File: src/rtl/core_pipe_exec_mdu.sv
// core_pipe_exec_mdu: iterative RV64M multiply/divide unit for the execute stage.
// Multiply is an unsigned shift-add on operand magnitudes (MUL_UNROLL bits per
// cycle). Divide is restoring, one bit per cycle. Sign fix-up and result
// selection are registered on the last BUSY cycle.
// Ports:
//   g_clk, g_reset   clock, asynchronous active-high reset
//   valid            request; op/op_w/rs1/rs2 stable while high
//   ack              execute stage consumed the result
//   flush            abort; highest priority in every state
//   op, op_w         operation select and word (*W) form
//   rs1, rs2         operands
//   busy, ready      state==BUSY, state==DONE
//   result           held while ready
module core_pipe_exec_mdu #(
  parameter int XLEN       = 64,
  parameter int MUL_UNROLL = 1
) (
  input  logic            g_clk,
  input  logic            g_reset,
  input  logic            valid,
  input  logic            ack,
  input  logic            flush,
  input  logic [2:0]      op,
  input  logic            op_w,
  input  logic [XLEN-1:0] rs1,
  input  logic [XLEN-1:0] rs2,
  output logic            busy,
  output logic            ready,
  output logic [XLEN-1:0] result
);
  localparam int CW = $clog2(XLEN + 1);

  typedef enum logic [1:0] {IDLE, BUSY, DONE} state_t;

  function automatic logic [XLEN-1:0] sext32(input logic [31:0] x);
    logic [XLEN-1:0] r;
    r       = {XLEN{x[31]}};
    r[31:0] = x;
    return r;
  endfunction

  function automatic logic [XLEN-1:0] zext32(input logic [31:0] x);
    logic [XLEN-1:0] r;
    r       = '0;
    r[31:0] = x;
    return r;
  endfunction

  // ---------------- request decode (used only in IDLE) ----------------
  logic            is_div, is_mulh, word, sgn_a, sgn_b, neg_a, neg_b;
  logic            div_zero, div_ovf;
  logic [XLEN-1:0] a_w, b_w, a_mag, b_mag, most_neg, fast_res;
  logic [CW-1:0]   n_cyc;

  always_comb begin
    is_div  = op[2];
    // MULH/MULHSU/MULHU ignore op_w and run at full width
    is_mulh = !op[2] && (op[1:0] != 2'd0);
    word    = op_w && !is_mulh;
    sgn_a   = is_div ? !op[0] : (op[1:0] == 2'd1 || op[1:0] == 2'd2);
    sgn_b   = is_div ? !op[0] : (op[1:0] == 2'd1);
    a_w     = rs1;
    b_w     = rs2;
    if (word) begin
      a_w = sgn_a ? sext32(rs1[31:0]) : zext32(rs1[31:0]);
      b_w = sgn_b ? sext32(rs2[31:0]) : zext32(rs2[31:0]);
    end
    neg_a = sgn_a && a_w[XLEN-1];
    neg_b = sgn_b && b_w[XLEN-1];
    a_mag = neg_a ? -a_w : a_w;
    b_mag = neg_b ? -b_w : b_w;

    most_neg           = '0;
    most_neg[XLEN-1]   = 1'b1;
    if (word) most_neg = sext32(32'h8000_0000);
    div_zero = is_div && (b_w == '0);
    div_ovf  = is_div && !op[0] && (a_w == most_neg) && (b_w == '1);

    // Divide-by-zero: quotient all ones, remainder = dividend (sign-extended
    // in word mode even for REMUW). Overflow: quotient = dividend, rem = 0.
    if (div_zero)
      fast_res = op[1] ? (word ? sext32(rs1[31:0]) : rs1) : '1;
    else
      fast_res = op[1] ? '0 : a_w;

    if (is_div) n_cyc = CW'((word ? 32 : XLEN) - 1);
    else        n_cyc = CW'((word ? 32 : XLEN) / MUL_UNROLL - 1);
  end

  // ---------------- latched operation state ----------------
  state_t            st;
  logic [CW-1:0]     cnt;
  logic              div_q, word_q, neg_p, neg_r;
  logic [1:0]        op_q;
  logic [2*XLEN-1:0] acc, mcand;
  logic [XLEN-1:0]   mplier, quot, rem, dvs;

  // ---------------- iteration step ----------------
  logic [2*XLEN-1:0] acc_n, mc_n, prod;
  logic [XLEN-1:0]   mp_n, quot_n, rem_n, q_fix, r_fix, mul_res, div_res;
  logic [XLEN:0]     trial;
  logic              ge;

  always_comb begin
    acc_n = acc;
    mc_n  = mcand;
    mp_n  = mplier;
    for (int u = 0; u < MUL_UNROLL; u++) begin
      if (mp_n[0]) acc_n = acc_n + mc_n;
      mc_n = mc_n << 1;
      mp_n = mp_n >> 1;
    end

    // quot holds the not-yet-consumed dividend bits at the top and the
    // quotient bits shifting in at the bottom
    trial  = {rem, quot[XLEN-1]};
    ge     = trial >= {1'b0, dvs};
    rem_n  = ge ? (trial[XLEN-1:0] - dvs) : trial[XLEN-1:0];
    quot_n = {quot[XLEN-2:0], ge};

    prod    = neg_p ? -acc_n : acc_n;
    mul_res = prod[2*XLEN-1:XLEN];
    if (op_q == 2'd0) mul_res = word_q ? sext32(prod[31:0]) : prod[XLEN-1:0];

    q_fix   = neg_p ? -quot_n : quot_n;
    r_fix   = neg_r ? -rem_n : rem_n;
    div_res = op_q[1] ? r_fix : q_fix;
    if (word_q) div_res = sext32(div_res[31:0]);
  end

  // ---------------- FSM ----------------
  always_ff @(posedge g_clk or posedge g_reset) begin
    if (g_reset) begin
      st     <= IDLE;
      cnt    <= '0;
      result <= '0;
      div_q  <= 1'b0;
      word_q <= 1'b0;
      neg_p  <= 1'b0;
      neg_r  <= 1'b0;
      op_q   <= '0;
      acc    <= '0;
      mcand  <= '0;
      mplier <= '0;
      quot   <= '0;
      rem    <= '0;
      dvs    <= '0;
    end else if (flush) begin
      st <= IDLE;
    end else begin
      case (st)
        IDLE: if (valid) begin
          div_q  <= is_div;
          op_q   <= op[1:0];
          word_q <= word;
          neg_p  <= neg_a ^ neg_b;
          neg_r  <= neg_a;
          cnt    <= n_cyc;
          acc    <= '0;
          mcand  <= {{XLEN{1'b0}}, a_mag};
          mplier <= b_mag;
          // left-align a word dividend so quotient bits land in [31:0]
          quot   <= word ? (a_mag << (XLEN - 32)) : a_mag;
          rem    <= '0;
          dvs    <= b_mag;
          if (div_zero || div_ovf) begin
            result <= fast_res;
            st     <= DONE;
          end else begin
            st <= BUSY;
          end
        end
        BUSY: begin
          acc    <= acc_n;
          mcand  <= mc_n;
          mplier <= mp_n;
          quot   <= quot_n;
          rem    <= rem_n;
          if (cnt == '0) begin
            result <= div_q ? div_res : mul_res;
            st     <= DONE;
          end else begin
            cnt <= cnt - 1'b1;
          end
        end
        DONE: if (ack) st <= IDLE;
        default: st <= IDLE;
      endcase
    end
  end

  assign busy  = (st == BUSY);
  assign ready = (st == DONE);

endmodule

File: config.mk
export PLATFORM = sky130hd
export DESIGN_NAME = core_pipe_exec_mdu
export DESIGN_NICKNAME = d
export VERILOG_FILES = /design/src/rtl/core_pipe_exec_mdu.sv
export SDC_FILE = /design/constraint.sdc
export NUM_CORES = 2
export LEC_CHECK = 0
export BUFFER_PORTS_ARGS = -buffer_cell sky130_fd_sc_hd__buf_2
export CORE_MARGIN = 2
export CORE_UTILIZATION = 25
export CTS_BUF_LIST = sky130_fd_sc_hd__clkbuf_4 sky130_fd_sc_hd__clkbuf_8
export CTS_CLUSTER_DIAMETER = 60
export DETAILED_ROUTE_END_ITERATION = 12
export SYNTH_ARGS = -nofsm -noshare
export SYNTH_HDL_FRONTEND = slang
export SYNTH_SLANG_ARGS = --single-unit
File: constraint.sdc
create_clock -name g_clk -period 19.4 [get_ports g_clk]
set_clock_uncertainty 0.2 [all_clocks]
set_input_delay 0 -clock g_clk [delete_from_list [all_inputs] [get_ports g_clk]]
set_output_delay 0 -clock g_clk [all_outputs]
set_load 0.05 [all_outputs]
==> flow_metrics.tcl <==
set metrics [dict create \
    status "finished with violations" \
    violations "max-capacitance violations" \
    routed-via-count 61900 \
    finalSetupTns_ns 0 \
    post-place-ws_ns 11.15 \
    drive_above_1_share_pct 9.57 \
    yosysTopAreaCell "dfrtp_1" \
    viasPerCell 5.97 \
    holdCritPathClass "in -> reg" \
    seqPwrFrac_pct 19.2 \
    drtIter0Drc 7875 \
    synth_top_area_share_pct 27.4 \
    cts_sinks 591 \
    hold_depth 4 \
    syn_inst 7131 \
    drv_slew 0 \
    rsz0062_at_grt "no" \
    cpLargestDelayFamily "simple AND/OR/NAND/NOR gates" \
    grt_pass1_wl_um 413000 \
    highest_layer "met5" \
    grt_overflow 0 \
    max_cap_violations 1 \
    dp_hpwl_um 222000 \
    met2_length_um 127000 \
    critPathMaxFanout 55 \
    fmax_mhz 114 \
    timing.final.hold_violations 0 \
    grt_max_degree 153 \
    arrival_ns 9.34 \
    clk_pin_slew_ns 0.07 \
    cp.required_ns 20.00 \
    grt_pass1_vias 57900 \
    power.leakage_nw 26.0 \
    first_pass_iters 8 \
    postCtsSetupRepairBufs 0 \
    async_flop_share_pct 100 \
    tritoncts "yes" \
    worst_slew_pin_slew_ns 1.48 \
    cp_common_cell "o21ai_0" \
    slew_headroom_pct 0.390 \
    finalWirelength_um 290000 \
    cts_buffers 118 \
    synthTopCellsByArea "dfrtp_1 27%, o21ai_0 6.7%, nand2_1 6.6%, a21oi_1 5.5%, ha_1 4.6%" \
    placementRows 170 \
    r2r_end "result[52]" \
    syn_area_um2 54000 \
    drc 0 \
    area_delta_synth_final_pct 18.5 \
    die_area_um2 220000 \
    start_util_pct 25.2 \
    yosysUniqueCellTypes 121 \
    finalNetCount 7772 \
    cts_hold_buf 341 \
    cts-resized-gates 0 \
    regToRegSetupSlack_ns 10.65 \
    combPwrFrac_pct 66.7 \
    place_congestion 1.10 \
    synth_seq_cells 591 \
    finalSetupViolCount 0 \
    swShare_pct 56.9 \
    critical_path.startpoint_type "flip-flop" \
    p_switching_w 0.00649 \
    min_period_ns 8.75 \
    h-tree-depth 3 \
    wl_per_cell_um 27.9 \
    synth_edf_count 0 \
    cp_num_buf_inv 4 \
    clkPwrFrac_pct 14.0 \
    core_um2 215000 \
    root_buffer "clkbuf_8" \
    io_buffer_count 202 \
    yosysSeqAreaShare_pct 27.4 \
    cp_slowest_cell "nor3_1" \
    yosys_warnings 0 \
    p_int_w 0.00491 \
    ys.flop_type "dfrtp_1" \
    wirelength_met1_um 116000 \
    routed-wl-met3_um 23200 \
    clk_path_buf_depth 3 \
    rr_startpoint "dvs[52]" \
    die_h_um 469 \
    ioPinCount 203 \
    clkLatencyLatePin_ns 0.95 \
    syn_nets 7470 \
    max_stage_delay_ns 0.67 \
    antenna_found_initial 13 \
    worstHoldStart "rs1[46]" \
    post-route-period-util_pct 45.1 \
    grt_usage_pct 25.3 \
    postRouteAntennaNets 0 \
    die_x_um 469 \
    cellPowerDensity_nw_per_um2 178 \
    crit_path_end_kind "flip-flop" \
    vdd_drop_max_mv 0.108 \
    holdPathEnd "mcand[46]" \
    setup_ws_ns 10.65 \
    r2r_cells 27 \
    syn_area_per_cell_um2 7.58 \
    crit_type "reg -> reg" \
]
[kinds of logic (layout without fill, tap and decap cells)]
kind of cell / Yosys count / in the layout / synth area share [%]
flops: 591 / 591 / 27.4
other cells: 0 / 6 / 0
buf+inv: 641 / 1043 / 4.79
fa+ha+maj: 231 / 231 / 5.24
xor+xnor: 374 / 374 / 6.06
compound gates: 2620 / 2620 / 31.8
mux: 123 / 123 / 2.32
simple gates: 2551 / 2551 / 22.5
[flip-flops by register name, summed over array words and instances, names as in the netlist, 2 cells and up]
signal	flops
mplier	64
acc	128
dvs	64
op_q	2
mcand	128
st	2
quot	64
rem	64
result	64
cnt	7
[area by class of cell]
| type | instances | area (µm²) |
|---|---|---|
| Fill cell | 23300 | 151000 |
| Multi-Input combinational cell | 5899 | 36800 |
| Sequential cell | 591 | 14800 |
| Timing Repair Buffer | 659 | 5370 |
| Tap cell | 2838 | 3550 |
| Clock buffer | 169 | 2160 |
| Clock inverter | 51 | 722 |
| Inverter | 164 | 627 |
| Antenna cell | 6 | 15.0 |
[layout by cell type, fill, tap and decap left out, types with 48 or more instances in the layout]
| master | netlist | final |
|---|---|---|
| a22o_1 | 108 | 108 |
| inv_1 | 163 | 161 |
| a21oi_1 | 592 | 589 |
| o211ai_1 | 80 | 80 |
| nor4_1 | 72 | 72 |
| nand2_1 | 944 | 942 |
| nor3_1 | 202 | 202 |
| or3_1 | 92 | 92 |
| nor2_1 | 583 | 578 |
| xnor2_1 | 215 | 214 |
| dfrtp_1 | 591 | 586 |
| buf_2 | 73 | 202 |
| dlygate4sd3_1 | 0 | 341 |
| o21ai_1 | 49 | 48 |
| o21a_1 | 63 | 61 |
| o21ai_0 | 727 | 726 |
| clkbuf_8 | 0 | 142 |
| xor2_1 | 159 | 159 |
| ha_1 | 200 | 200 |
| nand4_1 | 166 | 166 |
| buf_4 | 15 | 110 |
| a21o_1 | 123 | 123 |
| nand3_1 | 132 | 131 |
| mux2i_1 | 103 | 103 |
| o31ai_1 | 83 | 83 |
| a22oi_1 | 126 | 126 |
| a31oi_1 | 84 | 84 |
| a211oi_1 | 82 | 81 |
| a221o_1 | 55 | 55 |
[through the flow]
stage	util, %	hold WS (ns)	area (µm²)	power (W)	instances
4_1_cts	29.8	0.00105	64000	0.0112	10400
2_1_floorplan	-	-0.111	54000	0.00687	7131
5_1_grt	29.8	0.0401	64000	0.0120	10400
3_3_place_gp	26.9	-0.0201	57700	0.00943	9810
3_5_place_dp	26.9	-0.00698	57700	0.00944	9810
6_report	29.8	0.0509	64000	0.0114	10400
[metal layers]
layer | track usage, % | up-vias
met5 | 0 | -
met1 | 32.0 | 30500
met2 | 39.3 | 3378
li1 | - | 27300
met3 | 4.74 | 770
met4 | 16.7 | 6
[worst max path at each step]
stage                     startpoint    endpoint  slack (ns)  cells after the start
after CTS                    dvs[52]  result[52]       10.72                     27
after floorplan              g_reset      acc[0]        2.66                      1
after global routing         dvs[52]  result[52]       10.17                     27
after detailed placement     dvs[52]  result[55]       11.15                     23
final                        dvs[52]  result[52]       10.65                     27
after global placement       rem[51]  result[55]       11.33                     22
[power groups by stage]
stage,Sequential [W],Combinational (W),Clock [W]
6_report,0.00219,0.00760,0.00160
5_1_grt,0.00222,0.00806,0.00167
4_1_cts,0.00217,0.00738,0.00162
3_5_place_dp,0.00219,0.00725,0
3_3_place_gp,0.00217,0.00726,0
2_1_floorplan,0.00215,0.00472,0
[tightest hold or removal path: stages]
cell and delay [ns]:
dlygate4sd3_1 0.53, buf_2 0.20, mux2i_1 0.21, o21ai_0 0.18
[synth_stat cells, drive strengths merged (23+ instances only)]
cell type / number
o21a: 63
a221oi: 43
or3: 97
a21boi: 27
o22ai: 30
a22oi: 126
nand2: 946
nand4: 166
a2111oi: 24
or2: 44
nor2: 585
a221o: 55
o41ai: 32
o2111ai: 23
a22o: 108
or4: 38
nor4: 78
o21bai: 28
nor3: 205
xor2: 159
and2: 41
mux2i: 103
nand2b: 43
nand3: 133
clkbuf: 351
nor2b: 34
o31ai: 87
a211oi: 87
and3: 48
buf: 126
a21o: 123
inv: 164
a211o: 27
o211ai: 82
a21oi: 607
maj3: 29
o21ai: 781
dfrtp: 591
o221ai: 32
ha: 200
a31oi: 85
xnor2: 215
Note: power is estimated with default switching activity, not from simulation.
